$ cat config.mk
export PLATFORM = sky130hd
export DESIGN_NAME = multicycle_control_flat
export DESIGN_NICKNAME = d
export VERILOG_FILES = /design/src/rtl/mc_ctrl_pkg.sv /design/src/rtl/multicycle_control_if.sv /design/src/rtl/mc_mem_timer.sv /design/src/rtl/multicycle_control.sv /design/src/flat_wrapper.sv
export SDC_FILE = /design/constraint.sdc
export NUM_CORES = 1
export LEC_CHECK = 0
export BUFFER_PORTS_ARGS = -buffer_cell sky130_fd_sc_hd__buf_2
export CAP_MARGIN = 5
export CORE_UTILIZATION = 40
export DETAILED_ROUTE_END_ITERATION = 6
export PLACE_DENSITY = 0.78
export SETUP_SLACK_MARGIN = 0.1
export SLEW_MARGIN = 20
export SYNTH_ARGS = -nofsm -noshare
export SYNTH_HDL_FRONTEND = slang
export SYNTH_SLANG_ARGS = --single-unit
$ cat constraint.sdc
create_clock -name clk -period 6.5 [get_ports clk]
set_clock_uncertainty 0.1 [all_clocks]
set_input_delay 1.3 -clock clk [delete_from_list [all_inputs] [get_ports clk]]
set_output_delay 1.3 -clock clk [all_outputs]
set_load 0.01 [all_outputs]
$ cat src/rtl/mc_ctrl_pkg.sv
// Shared types and encodings for the multi-cycle MIPS control unit: state codes,
// opcodes, ALU/mux select encodings and the per-state Moore control decode.
package mc_ctrl_pkg;

    typedef enum logic [3:0] {
        S_RST      = 4'd0,
        S_FETCH    = 4'd1,
        S_DECODE   = 4'd2,
        S_MEM_ADDR = 4'd3,
        S_MEM_RD   = 4'd4,
        S_MEM_WB   = 4'd5,
        S_MEM_WR   = 4'd6,
        S_EXEC     = 4'd7,
        S_R_WB     = 4'd8,
        S_BRANCH   = 4'd9,
        S_JUMP     = 4'd10,
        S_ADDI_EX  = 4'd11,
        S_ADDI_WB  = 4'd12,
        S_HALT     = 4'd13
    } state_t;

    localparam logic [5:0] OP_RTYPE = 6'b000000;
    localparam logic [5:0] OP_LW    = 6'b100011;
    localparam logic [5:0] OP_SW    = 6'b101011;
    localparam logic [5:0] OP_BEQ   = 6'b000100;
    localparam logic [5:0] OP_J     = 6'b000010;
    localparam logic [5:0] OP_ADDI  = 6'b001000;

    localparam logic [2:0] ALUOP_ADD   = 3'b000;
    localparam logic [2:0] ALUOP_SUB   = 3'b001;
    localparam logic [2:0] ALUOP_FUNCT = 3'b010;

    localparam logic [1:0] SRCB_RT     = 2'b00;
    localparam logic [1:0] SRCB_FOUR   = 2'b01;
    localparam logic [1:0] SRCB_IMM    = 2'b10;
    localparam logic [1:0] SRCB_IMM_SH = 2'b11;

    localparam logic [1:0] PCSRC_ALU    = 2'b00;
    localparam logic [1:0] PCSRC_ALUOUT = 2'b01;
    localparam logic [1:0] PCSRC_JUMP   = 2'b10;

    typedef struct packed {
        logic       pc_write;
        logic       pc_write_cond;
        logic       i_or_d;
        logic       mem_read;
        logic       mem_write;
        logic       mem_to_reg;
        logic       reg_dst;
        logic       reg_write;
        logic       alu_src_a;
        logic [1:0] alu_src_b;
        logic [2:0] alu_op;
        logic [1:0] pc_source;
    } ctrl_t;

    function automatic logic op_legal(logic [5:0] op);
        return (op == OP_RTYPE) || (op == OP_LW) || (op == OP_SW) ||
               (op == OP_BEQ) || (op == OP_J) || (op == OP_ADDI);
    endfunction

    function automatic logic is_mem_wait(state_t s);
        return (s == S_FETCH) || (s == S_MEM_RD) || (s == S_MEM_WR);
    endfunction

    // FETCH's pc_write/ir_write depend on mem_ready and are added at the top level.
    function automatic ctrl_t ctrl_decode(state_t s);
        ctrl_t c;
        c = '0;
        case (s)
            S_FETCH:    begin c.mem_read = 1'b1; c.alu_src_b = SRCB_FOUR; end
            S_DECODE:   c.alu_src_b = SRCB_IMM_SH;
            S_MEM_ADDR: begin c.alu_src_a = 1'b1; c.alu_src_b = SRCB_IMM; end
            S_MEM_RD:   begin c.mem_read = 1'b1; c.i_or_d = 1'b1; end
            S_MEM_WB:   begin c.reg_write = 1'b1; c.mem_to_reg = 1'b1; end
            S_MEM_WR:   begin c.mem_write = 1'b1; c.i_or_d = 1'b1; end
            S_EXEC:     begin c.alu_src_a = 1'b1; c.alu_op = ALUOP_FUNCT; end
            S_R_WB:     begin c.reg_write = 1'b1; c.reg_dst = 1'b1; end
            S_BRANCH:   begin
                c.alu_src_a = 1'b1; c.alu_op = ALUOP_SUB;
                c.pc_write_cond = 1'b1; c.pc_source = PCSRC_ALUOUT;
            end
            S_JUMP:     begin c.pc_write = 1'b1; c.pc_source = PCSRC_JUMP; end
            S_ADDI_EX:  begin c.alu_src_a = 1'b1; c.alu_src_b = SRCB_IMM; end
            S_ADDI_WB:  c.reg_write = 1'b1;
            default:    c = '0;
        endcase
        return c;
    endfunction

endpackage

$ cat src/rtl/multicycle_control_if.sv
// Datapath <-> controller bundle: status inputs to the FSM and every select/enable it drives.
interface multicycle_control_if;
    logic [5:0] opcode;
    logic       zero;
    logic       mem_ready;
    logic       pc_write;
    logic       pc_write_cond;
    logic       i_or_d;
    logic       mem_read;
    logic       mem_write;
    logic       ir_write;
    logic       mem_to_reg;
    logic       reg_dst;
    logic       reg_write;
    logic       alu_src_a;
    logic [1:0] alu_src_b;
    logic [2:0] alu_op;
    logic [1:0] pc_source;

    modport master (
        input  opcode, zero, mem_ready,
        output pc_write, pc_write_cond, i_or_d, mem_read, mem_write, ir_write,
               mem_to_reg, reg_dst, reg_write, alu_src_a, alu_src_b, alu_op, pc_source
    );

    modport slave (
        output opcode, zero, mem_ready,
        input  pc_write, pc_write_cond, i_or_d, mem_read, mem_write, ir_write,
               mem_to_reg, reg_dst, reg_write, alu_src_a, alu_src_b, alu_op, pc_source
    );
endinterface

$ cat src/rtl/mc_mem_timer.sv
// Memory-wait watchdog: counts stalled cycles in a memory state and raises a sticky
// trap flag when the wait reaches MEM_TIMEOUT cycles without mem_ready.
module mc_mem_timer #(
    parameter int MEM_TIMEOUT = 16
) (
    input  logic clk,
    input  logic reset,
    input  logic enter_i,
    input  logic active_i,
    input  logic mem_ready_i,
    output logic hit_o,
    output logic timeout_o
);
    localparam int TW = (MEM_TIMEOUT > 2) ? $clog2(MEM_TIMEOUT) : 1;

    logic [TW-1:0] cnt_q;
    logic          flag_q;

    // A ready on the last allowed cycle wins over the trap.
    assign hit_o     = active_i && !mem_ready_i && (cnt_q == TW'(MEM_TIMEOUT - 1));
    assign timeout_o = flag_q;

    always_ff @(posedge clk or negedge reset) begin
        if (!reset) begin
            cnt_q  <= '0;
            flag_q <= 1'b0;
        end else begin
            if (enter_i)
                cnt_q <= '0;
            else if (active_i && !mem_ready_i)
                cnt_q <= cnt_q + TW'(1);
            if (hit_o)
                flag_q <= 1'b1;
        end
    end
endmodule

$ cat src/rtl/multicycle_control.sv
// Multi-cycle MIPS main control FSM with memory-wait watchdog.
// Optional performance counters are built when MULTICYCLE_PERF_CNT_EN is defined.
module multicycle_control
    import mc_ctrl_pkg::*;
#(
    parameter int MEM_TIMEOUT = 16,
    parameter int CNT_W       = 32
) (
    input  logic                 clk,
    input  logic                 reset,
    multicycle_control_if.master bus,
    output logic [3:0]           state,
    output logic                 illegal_op,
    output logic                 mem_timeout,
    output logic [CNT_W-1:0]     cycle_count,
    output logic [CNT_W-1:0]     instr_count
);
    state_t state_q, state_d;
    ctrl_t  ctl_q;
    logic   timeout_hit;
    logic   in_fetch;

    mc_mem_timer #(.MEM_TIMEOUT(MEM_TIMEOUT)) u_timer (
        .clk        (clk),
        .reset      (reset),
        .enter_i    (is_mem_wait(state_d) && (state_d != state_q)),
        .active_i   (is_mem_wait(state_q)),
        .mem_ready_i(bus.mem_ready),
        .hit_o      (timeout_hit),
        .timeout_o  (mem_timeout)
    );

    always_comb begin
        state_d = state_q;
        case (state_q)
            S_RST:      state_d = S_FETCH;
            S_FETCH:    if (bus.mem_ready) state_d = S_DECODE;
                        else if (timeout_hit) state_d = S_HALT;
            S_DECODE: begin
                case (bus.opcode)
                    OP_RTYPE:     state_d = S_EXEC;
                    OP_LW, OP_SW: state_d = S_MEM_ADDR;
                    OP_BEQ:       state_d = S_BRANCH;
                    OP_J:         state_d = S_JUMP;
                    OP_ADDI:      state_d = S_ADDI_EX;
                    default:      state_d = S_FETCH;
                endcase
            end
            S_MEM_ADDR: state_d = (bus.opcode == OP_SW) ? S_MEM_WR : S_MEM_RD;
            S_MEM_RD:   if (bus.mem_ready) state_d = S_MEM_WB;
                        else if (timeout_hit) state_d = S_HALT;
            S_MEM_WR:   if (bus.mem_ready) state_d = S_FETCH;
                        else if (timeout_hit) state_d = S_HALT;
            S_MEM_WB, S_R_WB, S_BRANCH, S_JUMP, S_ADDI_WB: state_d = S_FETCH;
            S_EXEC:     state_d = S_R_WB;
            S_ADDI_EX:  state_d = S_ADDI_WB;
            S_HALT:     state_d = S_HALT;
            default:    state_d = S_RST;
        endcase
    end

    // Control outputs are registered from the next state, so they line up with state_q.
    always_ff @(posedge clk or negedge reset) begin
        if (!reset) begin
            state_q <= S_RST;
            ctl_q   <= '0;
        end else begin
            state_q <= state_d;
            ctl_q   <= ctrl_decode(state_d);
        end
    end

    assign in_fetch          = (state_q == S_FETCH);
    assign state             = state_q;
    assign illegal_op        = (state_q == S_DECODE) && !op_legal(bus.opcode);
    assign bus.pc_write      = ctl_q.pc_write | (in_fetch & bus.mem_ready);
    assign bus.ir_write      = in_fetch & bus.mem_ready;
    assign bus.pc_write_cond = ctl_q.pc_write_cond;
    assign bus.i_or_d        = ctl_q.i_or_d;
    assign bus.mem_read      = ctl_q.mem_read;
    assign bus.mem_write     = ctl_q.mem_write;
    assign bus.mem_to_reg    = ctl_q.mem_to_reg;
    assign bus.reg_dst       = ctl_q.reg_dst;
    assign bus.reg_write     = ctl_q.reg_write;
    assign bus.alu_src_a     = ctl_q.alu_src_a;
    assign bus.alu_src_b     = ctl_q.alu_src_b;
    assign bus.alu_op        = ctl_q.alu_op;
    assign bus.pc_source     = ctl_q.pc_source;

`ifdef MULTICYCLE_PERF_CNT_EN
    logic [CNT_W-1:0] cyc_q, ins_q;

    // DECODE -> FETCH only happens for an illegal opcode, which is not counted.
    always_ff @(posedge clk or negedge reset) begin
        if (!reset) begin
            cyc_q <= '0;
            ins_q <= '0;
        end else begin
            if (state_q != S_RST && state_q != S_HALT)
                cyc_q <= cyc_q + CNT_W'(1);
            if (state_d == S_FETCH && !in_fetch && state_q != S_RST && state_q != S_DECODE)
                ins_q <= ins_q + CNT_W'(1);
        end
    end

    assign cycle_count = cyc_q;
    assign instr_count = ins_q;
`else
    assign cycle_count = '0;
    assign instr_count = '0;
`endif
endmodule

$ cat src/flat_wrapper.sv
// flat-port wrapper written by rule: the top's interface ports become plain ports
module multicycle_control_flat import mc_ctrl_pkg::*;
#(
    parameter int MEM_TIMEOUT = 16,
    parameter int CNT_W       = 32
)
  (clk, reset, state, illegal_op, mem_timeout, cycle_count, instr_count, bus_opcode, bus_zero, bus_mem_ready, bus_pc_write, bus_pc_write_cond, bus_i_or_d, bus_mem_read, bus_mem_write, bus_ir_write, bus_mem_to_reg, bus_reg_dst, bus_reg_write, bus_alu_src_a, bus_alu_src_b, bus_alu_op, bus_pc_source);
  multicycle_control_if bus_i ();
  input  logic clk;
  input  logic reset;
  output logic [3:0] state;
  output logic illegal_op;
  output logic mem_timeout;
  output logic [CNT_W-1:0] cycle_count;
  output logic [CNT_W-1:0] instr_count;
  input wire logic [$bits(bus_i.opcode)-1:0] bus_opcode;
  input wire logic [$bits(bus_i.zero)-1:0] bus_zero;
  input wire logic [$bits(bus_i.mem_ready)-1:0] bus_mem_ready;
  output wire logic [$bits(bus_i.pc_write)-1:0] bus_pc_write;
  output wire logic [$bits(bus_i.pc_write_cond)-1:0] bus_pc_write_cond;
  output wire logic [$bits(bus_i.i_or_d)-1:0] bus_i_or_d;
  output wire logic [$bits(bus_i.mem_read)-1:0] bus_mem_read;
  output wire logic [$bits(bus_i.mem_write)-1:0] bus_mem_write;
  output wire logic [$bits(bus_i.ir_write)-1:0] bus_ir_write;
  output wire logic [$bits(bus_i.mem_to_reg)-1:0] bus_mem_to_reg;
  output wire logic [$bits(bus_i.reg_dst)-1:0] bus_reg_dst;
  output wire logic [$bits(bus_i.reg_write)-1:0] bus_reg_write;
  output wire logic [$bits(bus_i.alu_src_a)-1:0] bus_alu_src_a;
  output wire logic [$bits(bus_i.alu_src_b)-1:0] bus_alu_src_b;
  output wire logic [$bits(bus_i.alu_op)-1:0] bus_alu_op;
  output wire logic [$bits(bus_i.pc_source)-1:0] bus_pc_source;
  assign bus_i.opcode = bus_opcode;
  assign bus_i.zero = bus_zero;
  assign bus_i.mem_ready = bus_mem_ready;
  assign bus_pc_write = bus_i.pc_write;
  assign bus_pc_write_cond = bus_i.pc_write_cond;
  assign bus_i_or_d = bus_i.i_or_d;
  assign bus_mem_read = bus_i.mem_read;
  assign bus_mem_write = bus_i.mem_write;
  assign bus_ir_write = bus_i.ir_write;
  assign bus_mem_to_reg = bus_i.mem_to_reg;
  assign bus_reg_dst = bus_i.reg_dst;
  assign bus_reg_write = bus_i.reg_write;
  assign bus_alu_src_a = bus_i.alu_src_a;
  assign bus_alu_src_b = bus_i.alu_src_b;
  assign bus_alu_op = bus_i.alu_op;
  assign bus_pc_source = bus_i.pc_source;
  multicycle_control #(.MEM_TIMEOUT(MEM_TIMEOUT), .CNT_W(CNT_W)) u_core (.clk(clk), .reset(reset), .bus(bus_i), .state(state), .illegal_op(illegal_op), .mem_timeout(mem_timeout), .cycle_count(cycle_count), .instr_count(instr_count));
endmodule
==> metrics.csv <==
stage,metric,value,unit
status,outcome,"complete, but fails checks",
status,violations,DRC,
critical_path,path_cells,buf_2 > nor3_1 > o21ai_0 > and3_1 > buf_2,
final_layout,fin_nets,238,
synth,yosys.cell_types.count,47,
grt,grt_max_degree,23,
timing,finalCritPeriodShare,0.590,
placement,port_buffers,30,
clock_network,cts_sinks,22,
grt,grt_pass1_wl,4720,um
die,die_x,70.8,um
clock_network,postCtsSetupBuffers,0,
route,drc,6,
timing,setup_viol,0,
grt,antenna_found_initial,0,
critical_path,critPathKind,input port to output pin,
critical_path,cp-end-kind,output pin,
timing,fin_crit,3.83,ns
synth,avgSynthCellArea,9.05,um2
worst_hold_path,hold_path_class,register to register,
clock_network,cts.clk_slew.worst_paths,0.07,ns
die,coreArea,0.00444,mm2
critical_path,cp_slowest_cell,nor3_1,
synth,synth-seq-cells,22,
grt,grt_overflow,0,
route,ant_nets,0,
grt,grt_pass1_vias,1024,
final_layout,fillers,446,
route,num_vias,1271,
route,drt_wl_total,3000,um
synth,syn_area,0.00189,mm2
timing,max_slew.worst_pin.slew,0.612,ns
synth,ys.flop_type,dfrtp_1,
final_layout,postLayoutCoreUtil,0.398,
power,power_density,401,mW/mm2
synth,yosysMostFrequentCell,buf_4,
clock_network,numCtsBuffers,3,
critical_path,cp.arrival,2.43,ns
clock_network,clockBufferDepth,2,
flow_run,max_cap_violations,0,
synth,synth_edf_count,0,
critical_path,crit_top_cell,buf_2,
clock_network,cts_tree,built,
critical_path,startpoint_type,input port,
timing,fmax,261,MHz
placement,dp_hpwl,2260,um
timing,finalHoldViolations,0,
critical_path,required,5.10,ns
route,avgViaCountPerCell,4.57,
timing,fin_setup_tns,0,ns
timing,slew_viol_final,0,
final_layout,layout-drive-gt1-share,0.204,
die,die-height,70.8,um
timing,maxSlewHeadroom,0.589,
synth,synthCells,209,
clock_network,root_buffer,clkbuf_8,
final_layout,area_growth,-6.55,%
final_layout,diodes,0,
critical_path,crit_path_max_incr_delay,0.52,ns
clock_network,hold_buffers,0,
route,wl_per_cell,10.8,um
die,die_area,0.00501,mm2
synth,ys_warn_count,0,
route,drt_iter0_drc,110,
power,p_leak,0.934,nW
synth,netlist_top_cells_area,"dfrtp_1 (29%), buf_4 (28%), nor2_1 (3.0%), clkbuf_8 (2.9%), xnor2_1 (2.3%)",
synth,synth_async_sr_flop_share,1.00,
synth,yosysTopAreaCellShare,0.291,
synth,seq_area_frac_synth,0.291,
clock_network,htreeDepth,1,
die,rows,24,
die,start_util,0.426,
critical_path,crit_fanout,6,
timing,rsz0062_at_grt,no,
clock_network,cts_resized,0,
synth,yosys-top-cells-count,"buf_4 (71), dfrtp_1 (22), nor2_1 (15), a21oi_1 (8), nand2_1 (8)",
die,top_level_ports,97,
placement,gp_congestion,0.834,
clock_network,clock_latency,0.26,ns
power,ir_drop,0.126,mV
synth,yosysTopAreaCell,dfrtp_1,
route,dr.pass1.iters,6,
grt,grt.total_usage,0.120,
## final timing paths
check                                                startpoint                                    to  slack [ns]  cells after the start
min reg2reg                u_core.u_timer.timeout_o$_DFFE_PN0P_  u_core.u_timer.timeout_o$_DFFE_PN0P_        0.38                      1
max                                               bus_opcode[4]                            illegal_op        2.67                      5
min                        u_core.u_timer.timeout_o$_DFFE_PN0P_  u_core.u_timer.timeout_o$_DFFE_PN0P_        0.38                      1
max in group asynchronous                                 reset     u_core.bus.alu_src_b[0]$_DFF_PN0_        5.09                      1
min in group asynchronous                                 reset   u_core.u_timer.cnt_q[2]$_DFFE_PN0P_        0.89                      1
max reg2reg                           u_core.state[1]$_DFF_PN0_   u_core.u_timer.cnt_q[0]$_DFFE_PN0P_        3.86                      6
## area by class of cell
cell class	instances	area, um2	area share
clock buffer	4	55.1	0.0311
inverter	3	11.3	0.00637
multi-input combinational	167	936	0.529
sequential	22	551	0.311
tap	52	65.1	0.0368
timing repair buffer	30	150	0.0849
## cells in the final DEF, fill, tap and decap left out, types with 2 or more instances in the layout
| cell type | count |
|---|---|
| a211oi_1 | 3 |
| a21o_1 | 2 |
| a21oi_1 | 8 |
| a31o_2 | 2 |
| and3_1 | 3 |
| buf_2 | 30 |
| clkbuf_8 | 4 |
| conb_1 | 65 |
| dfrtp_1 | 22 |
| inv_1 | 3 |
| nand2_1 | 8 |
| nand2b_1 | 5 |
| nand3_1 | 2 |
| nand4_1 | 3 |
| nor2_1 | 15 |
| nor3_1 | 6 |
| nor3b_1 | 2 |
| o2111ai_1 | 2 |
| o211ai_1 | 3 |
| o21ai_0 | 5 |
| or2b_2 | 3 |
| or4b_1 | 2 |
| xnor2_1 | 5 |
| xor2_1 | 3 |
## power by group
group          switching [mW]  leakage [nW]  internal (mW)
registers              0.0636         0.296          0.173
logic                   0.210         0.609          0.166
clock network          0.0419        0.0288         0.0540
## metal layers
layer | wire, um | part of all wire | up-vias | track usage
li1 | - | - | 612 | -
met1 | 1260 | 0.42 | 595 | 0.146
met2 | 1450 | 0.48 | 60 | 0.206
met3 | 257 | 0.086 | 4 | 0.0328
met4 | 34 | 0.011 | 0 | 0.0400
met5 | 0 | 0 | - | 0
## worst max-delay path: cells and delay by family
kind / cells / cell delay [ns]
AO/OA/AOI/OAI: 1 / 0.16
AND/OR/NAND/NOR: 2 / 0.73
buffers and inverters: 2 / 0.23
## per-stage QoR
| stage | setup WS (ns) | hold WS, ns | power, mW | cell area [um2] | instances |
|---|---|---|---|---|---|
| finish | 2.67 | 0.377 | 0.708 | 1770 | 278 |
| global route | 2.51 | 0.412 | 0.767 | 1770 | 278 |
| CTS | 2.66 | 0.382 | 0.711 | 1770 | 278 |
| detailed placement | 2.67 | 0.352 | 0.615 | 1710 | 274 |
| global placement | 2.70 | 0.346 | 0.605 | 1710 | 274 |
| floorplan | 3.06 | 0.404 | 0.598 | 2130 | 273 |
## kinds of logic after synthesis
logic type | count (synthesis) | share of synthesized area
buf+inv | 84 | 0.341
simple gates | 57 | 0.184
compound gates | 36 | 0.138
flops | 22 | 0.291
xor+xnor | 8 | 0.0370
fa+ha+maj | 1 | 0.00661
other cells | 1 | 0.00198
Note: power is estimated with default switching activity, not from simulation.
